[src/rtl/ps2_key_rx.sv]
// PS/2 keyboard receiver: synchronizes and filters the device clock, deframes
// 11-bit frames and decodes scan-code bytes into the {toggle, pressed, ext, code} event word.
module ps2_key_rx #(
    parameter int FILTER_LEN  = 8,
    parameter int TIMEOUT_CYC = 24000
) (
    input  logic        clk_sys,
    input  logic        reset,
    input  logic        ps2_clk_i,
    input  logic        ps2_data_i,
    output logic [10:0] ps2_key,
    output logic        parity_err,
    output logic        frame_err,
    output logic        busy
);

    localparam int FILT_W = (FILTER_LEN > 1) ? $clog2(FILTER_LEN) : 1;
    localparam int TMO_W  = $clog2(TIMEOUT_CYC + 1);
    localparam logic [FILT_W-1:0] FILT_LAST = FILT_W'(FILTER_LEN - 1);
    localparam logic [TMO_W-1:0]  TMO_LAST  = TMO_W'(TIMEOUT_CYC - 1);

    typedef enum logic [1:0] {
        ST_IDLE,
        ST_DATA,
        ST_PARITY,
        ST_STOP
    } state_t;

    // Odd parity across the eight data bits plus the parity bit.
    function automatic logic parity_ok(input logic [7:0] data, input logic par);
        return ^{data, par};
    endfunction

    // Protocol replies and error codes that never produce a key event.
    function automatic logic is_silent(input logic [7:0] code);
        return (code == 8'h00) || (code == 8'hAA) || (code == 8'hEE) ||
               (code == 8'hFA) || (code == 8'hFE) || (code == 8'hFF);
    endfunction

    logic              clk_meta, clk_sync, dat_meta, dat_sync;
    logic              clk_filt;
    logic [FILT_W-1:0] filt_cnt;
    logic              fe;

    state_t            state;
    logic [2:0]        bitcnt;
    logic [7:0]        shreg;
    logic              par_bit;
    logic [TMO_W-1:0]  tmo_cnt;

    logic [7:0]        byte_p0;
    logic              vld_p0;
    logic              par_err_p0;
    logic              frm_err_p0;

    logic              ext;
    logic              brk;
    logic [2:0]        skip_cnt;

    // Stage: synchronize raw pins and debounce the device clock
    always_ff @(posedge clk_sys) begin
        fe <= 1'b0;
        if (reset) begin
            clk_meta <= 1'b1;
            clk_sync <= 1'b1;
            dat_meta <= 1'b1;
            dat_sync <= 1'b1;
            clk_filt <= 1'b1;
            filt_cnt <= '0;
        end else begin
            clk_meta <= ps2_clk_i;
            clk_sync <= clk_meta;
            dat_meta <= ps2_data_i;
            dat_sync <= dat_meta;
            if (clk_sync == clk_filt) begin
                filt_cnt <= '0;
            end else if (filt_cnt == FILT_LAST) begin
                clk_filt <= clk_sync;
                filt_cnt <= '0;
                fe       <= ~clk_sync;
            end else begin
                filt_cnt <= filt_cnt + 1'b1;
            end
        end
    end

    // Stage p0: frame FSM, emits the checked byte and error strobes
    always_ff @(posedge clk_sys) begin
        vld_p0     <= 1'b0;
        par_err_p0 <= 1'b0;
        frm_err_p0 <= 1'b0;
        if (reset) begin
            state   <= ST_IDLE;
            busy    <= 1'b0;
            bitcnt  <= '0;
            shreg   <= '0;
            par_bit <= 1'b0;
            tmo_cnt <= '0;
            byte_p0 <= '0;
        end else begin
            if (state == ST_IDLE || fe) begin
                tmo_cnt <= '0;
            end else begin
                tmo_cnt <= tmo_cnt + 1'b1;
            end

            case (state)
                ST_IDLE: begin
                    if (fe && !dat_sync) begin
                        state  <= ST_DATA;
                        busy   <= 1'b1;
                        bitcnt <= '0;
                    end
                end
                ST_DATA: begin
                    if (fe) begin
                        shreg  <= {dat_sync, shreg[7:1]};
                        bitcnt <= bitcnt + 1'b1;
                        if (bitcnt == 3'd7) begin
                            state <= ST_PARITY;
                        end
                    end
                end
                ST_PARITY: begin
                    if (fe) begin
                        par_bit <= dat_sync;
                        state   <= ST_STOP;
                    end
                end
                ST_STOP: begin
                    if (fe) begin
                        state   <= ST_IDLE;
                        busy    <= 1'b0;
                        byte_p0 <= shreg;
                        // A bad parity bit takes precedence over a bad stop bit.
                        if (!parity_ok(shreg, par_bit)) begin
                            par_err_p0 <= 1'b1;
                        end else if (!dat_sync) begin
                            frm_err_p0 <= 1'b1;
                        end else begin
                            vld_p0 <= 1'b1;
                        end
                    end
                end
                default: begin
                    state <= ST_IDLE;
                    busy  <= 1'b0;
                end
            endcase

            if (state != ST_IDLE && !fe && tmo_cnt == TMO_LAST) begin
                state      <= ST_IDLE;
                busy       <= 1'b0;
                frm_err_p0 <= 1'b1;
            end
        end
    end

    // Stage p1: prefix/pause decoding and event word update
    always_ff @(posedge clk_sys) begin
        if (reset) begin
            ps2_key    <= '0;
            parity_err <= 1'b0;
            frame_err  <= 1'b0;
            ext        <= 1'b0;
            brk        <= 1'b0;
            skip_cnt   <= '0;
        end else begin
            parity_err <= par_err_p0;
            frame_err  <= frm_err_p0;
            if (vld_p0) begin
                if (skip_cnt != 3'd0) begin
                    // Pause has no break code; it is reported once as E0 77 pressed.
                    skip_cnt <= skip_cnt - 1'b1;
                    if (skip_cnt == 3'd1) begin
                        ps2_key <= {~ps2_key[10], 1'b1, 1'b1, 8'h77};
                    end
                end else if (byte_p0 == 8'hE0) begin
                    ext <= 1'b1;
                end else if (byte_p0 == 8'hF0) begin
                    brk <= 1'b1;
                end else if (byte_p0 == 8'hE1) begin
                    skip_cnt <= 3'd7;
                    ext      <= 1'b0;
                    brk      <= 1'b0;
                end else if (is_silent(byte_p0)) begin
                    ext <= 1'b0;
                    brk <= 1'b0;
                end else begin
                    ps2_key <= {~ps2_key[10], ~brk, ext, byte_p0};
                    ext     <= 1'b0;
                    brk     <= 1'b0;
                end
            end else if (par_err_p0 || frm_err_p0) begin
                ext <= 1'b0;
                brk <= 1'b0;
            end
        end
    end

endmodule

[config.mk]
export PLATFORM = sky130hd
export DESIGN_NAME = ps2_key_rx
export DESIGN_NICKNAME = d
export VERILOG_FILES = /design/src/rtl/ps2_key_rx.sv
export SDC_FILE = /design/constraint.sdc
export NUM_CORES = 1
export LEC_CHECK = 0
export ABC_AREA = 0
export CAP_MARGIN = 10
export CORE_MARGIN = 2
export CORE_UTILIZATION = 25
export DETAILED_ROUTE_END_ITERATION = 12
export PLACE_DENSITY_LB_ADDON = 0.25
export SLEW_MARGIN = 5
export SYNTH_ARGS = -nofsm -noshare
export SYNTH_HDL_FRONTEND = slang
export SYNTH_SLANG_ARGS = --single-unit
[constraint.sdc]
create_clock -name clk_sys -period 1.8 [get_ports clk_sys]
set_input_delay 0.54 -clock clk_sys [delete_from_list [all_inputs] [get_ports clk_sys]]
set_output_delay 0.54 -clock clk_sys [all_outputs]
set_load 0.05 [all_outputs]
==> results by group <==
Status
  – Outcome: finished, final reports clean

GRT
  – Global route overflow: 0
  – First-pass GRT wire length: 10400 um
  – Pin count of the biggest net entering global routing: 30
  – Vias in the first global route: 2264
  – Initial antenna violation count: 0
  – GR Util All Layers: 10.0%

Logic synthesis
  – Synth Instances: between 300 and 400
  – Synth area leader: dfxtp_1
  – Syn avg cell area: between 9 and 10 sq um
  – Top cells by area, synth: dfxtp_1 (44%), nand2_1 (5.0%), ha_1 (4.9%), nor2_1 (4.8%), a21oi_1 (3.9%)
  – Post-synth EDFFs: 0
  – Async set-or-reset flop fraction in the synthesized netlist: 0%
  – Synth Net Count: 354
  – Seq/Total Area, Yosys: 44.4%
  – Syn Std Cell Area: between 3000 and 4000 sq um
  – Count of state elements after synthesis: a little under 70
  – Ys Warns: 0
  – Post-synth top area share: between 40% and 50%
  – Synth cell types: a little under 50
  – Main synth FF type: dfxtp_1

Worst setup path
  – Crit. End Element: flop
  – Crit path max-delay family: simple AND/OR/NAND/NOR gates
  – Worst Path Required: 2020 ps
  – Worst path depth: 6
  – Worst Path Arrival: 2000 ps
  – Class of the most critical setup path: flop to flop
  – R2R cell count: 6
  – R2r setup slk: 20 ps
  – WP buf/inv: 1
  – CP max stage cell: or3_4
  – CP Launch Type: flop
  – Crit-path max FO: 5
  – Top cell by count, worst path: or3_4
  – Worst path max stage delay: 410 ps
  – CP cell instances: or3_4 > or3_4 > o31ai_4 > buf_6 > o21bai_4 > mux2_4

Clock network
  – CTS Root Cell: clkbuf_16
  – Worst-Skew Late Latency: 330 ps
  – # hold bufs at CTS: 0
  – H-Tree Level Count: 3
  – Sink Count: 68
  – Clk buf depth: 2
  – CTS tree: built
  – Clk slew on worst S/H paths: about 60 ps
  – TritonCTS Buffers: 9

Final layout
  – Most common cell after layout, fill and taps aside: dfxtp_1
  – Final non-filler cell total: 519
  – Final Util: 31.9%
  – Syn-to-layout area delta: 24.6%
  – Final Instance Area: 3810 sq um
  – Most frequent cells in the layout: dfxtp_1 (66), nand2_1 (41), nor2_1 (39), buf_4 (29), a21oi_1 (23)
  – # diodes: 0
  – Layout cells sized above 1: 21.2%
  – Layout net count: 384

Timing
  – Final setup violation count: 0
  – Tcrit/Tclk final: 99.2%
  – Setup TNS: 0 ps
  – Fmax: 0.560 GHz
  – Tightest Pin Transition: 492 ps
  – Final hold violation count: 0
  – Final slew viol count: 0
  – RSZ-0062 raised after global routing: true
  – Clk_skew: 5.29 ps
  – Min Tclk post-route: 1780 ps
  – Relative slew slack: 67.2%
  – Final WS setup: 15.3 ps
  – WHS: 406 ps

Die
  – Die Y: 115 um
  – Row Count: 40
  – Chip width: 115 um
  – Core area: around 12000 sq um
  – Boundary Pins: 18
  – Die Area: around 13000 sq um
  – Initial core utilization: between 20% and 30%

Power
  – Worst VDD drop: 0.000473 V
  – Leakage: 1.34 nW
  – Tot Pwr: 3.27 mW
  – Pwr/cell area: 858 nW/um^2

Routing
  – Via/cell ratio: 4.53
  – WL final: 6000 um
  – Via count: 2349
  – Post-route ant nets: 0
  – DRT iter0 DRCs: 96
  – Wirelength per Cell: approximately 12 um
  – First drt pass iteration count: 4
  – Drc violations: 0

Placement
  – Inst Count DP: about 500
  – Setup WS pre-CTS: -3.92 ps
  – Port bufs: 17
  – HPWL Detailed: 4290 um
  – Final Wtd Congestion: between 0.7 and 0.8
  – Placed inst area: 3460 sq um

Worst hold path
  – Class of the worst hold path: flop to flop
  – Hold path depth: 1

Job
  – Max-Cap Viols: 0
==> per-layer routing <==
layer	GRT usage, %	up-vias	share of wire [%]
met5	0	-	0
met4	3.90	0	1.7
met3	3.55	8	4.2
met2	15.5	28	44
met1	12.7	1092	50
li1	-	1221	-
==> flip-flops by register name, indices dropped and copies added (netlist names), 2 cells and up <==
| register | count |
|---|---|
| bitcnt | 3 |
| byte_p0 | 8 |
| filt_cnt | 3 |
| ps2_key | 11 |
| shreg | 8 |
| skip_cnt | 3 |
| state | 2 |
| tmo_cnt | 15 |
==> path summary, 6_finish.rpt <==
path	start	to
worst max-delay path	byte_p0[3]$_SDFFE_PP0P_	ps2_key[10]$_SDFFE_PP0P_
worst min-delay path	clk_meta$_SDFF_PP1_	clk_sync$_SDFF_PP1_
worst max register to register	byte_p0[3]$_SDFFE_PP0P_	ps2_key[10]$_SDFFE_PP0P_
worst min register to register	clk_meta$_SDFF_PP1_	clk_sync$_SDFF_PP1_
==> area by class of cell <==
| cell class | instances | area, sq um |
|---|---|---|
| Multi-Input combinational cell | 246 | 1640 |
| Inverter | 7 | 26.3 |
| Timing Repair Buffer | 36 | 314 |
| Clock buffer | 9 | 225 |
| Sequential cell | 68 | 1360 |
| Fill cell | 1234 | 8150 |
| Tap cell | 147 | 184 |
| Clock inverter | 6 | 66.3 |
==> worst register-to-register path: cells and delay by family, from the launching register on <==
| kind | cells | cell delay (ps) |
|---|---|---|
| mux | 1 | 300 |
| compound gates | 2 | 150 |
| simple gates | 2 | 760 |
| buf+inv | 1 | 160 |
| flops | 1 | 310 |
==> cell families after synthesis <==
family / synth area share [%]
buffers and inverters: 3.92
xor gates and xnor gates: 6.17
and+or+nand+nor: 25.9
muxes: 2.86
AOI/OAI and AO/OA: 11.8
DFF: 44.4
adders and majority gates: 4.90
==> cells in the mapped netlist (5+ instances only) <==
master	number
inv_1	7
xor2_1	8
xnor2_1	11
clkbuf_1	10
nor4_1	13
nor2_1	39
ha_1	12
nor3_1	6
nand2_1	41
a211oi_1	5
nand2b_1	6
a21oi_1	24
dfxtp_1	68
mux2i_1	5
nor2b_1	7
nand3_1	18
==> where the power goes <==
part	switching [mW]	total, mW	internal (mW)
logic	0.0253	0.0437	0.0184
registers	0.00346	1.51	1.51
clock network	0.653	1.72	1.06
==> what timing repair did <==
action / in CTS / in global routing
endpoints found under the setup margin: 5 / 10
resized for setup: 1 / 11
setup buffers: 0 / 2
gates cloned: 0 / 0
pin swaps: 0 / 2
(Power assumes the default switching activity.)
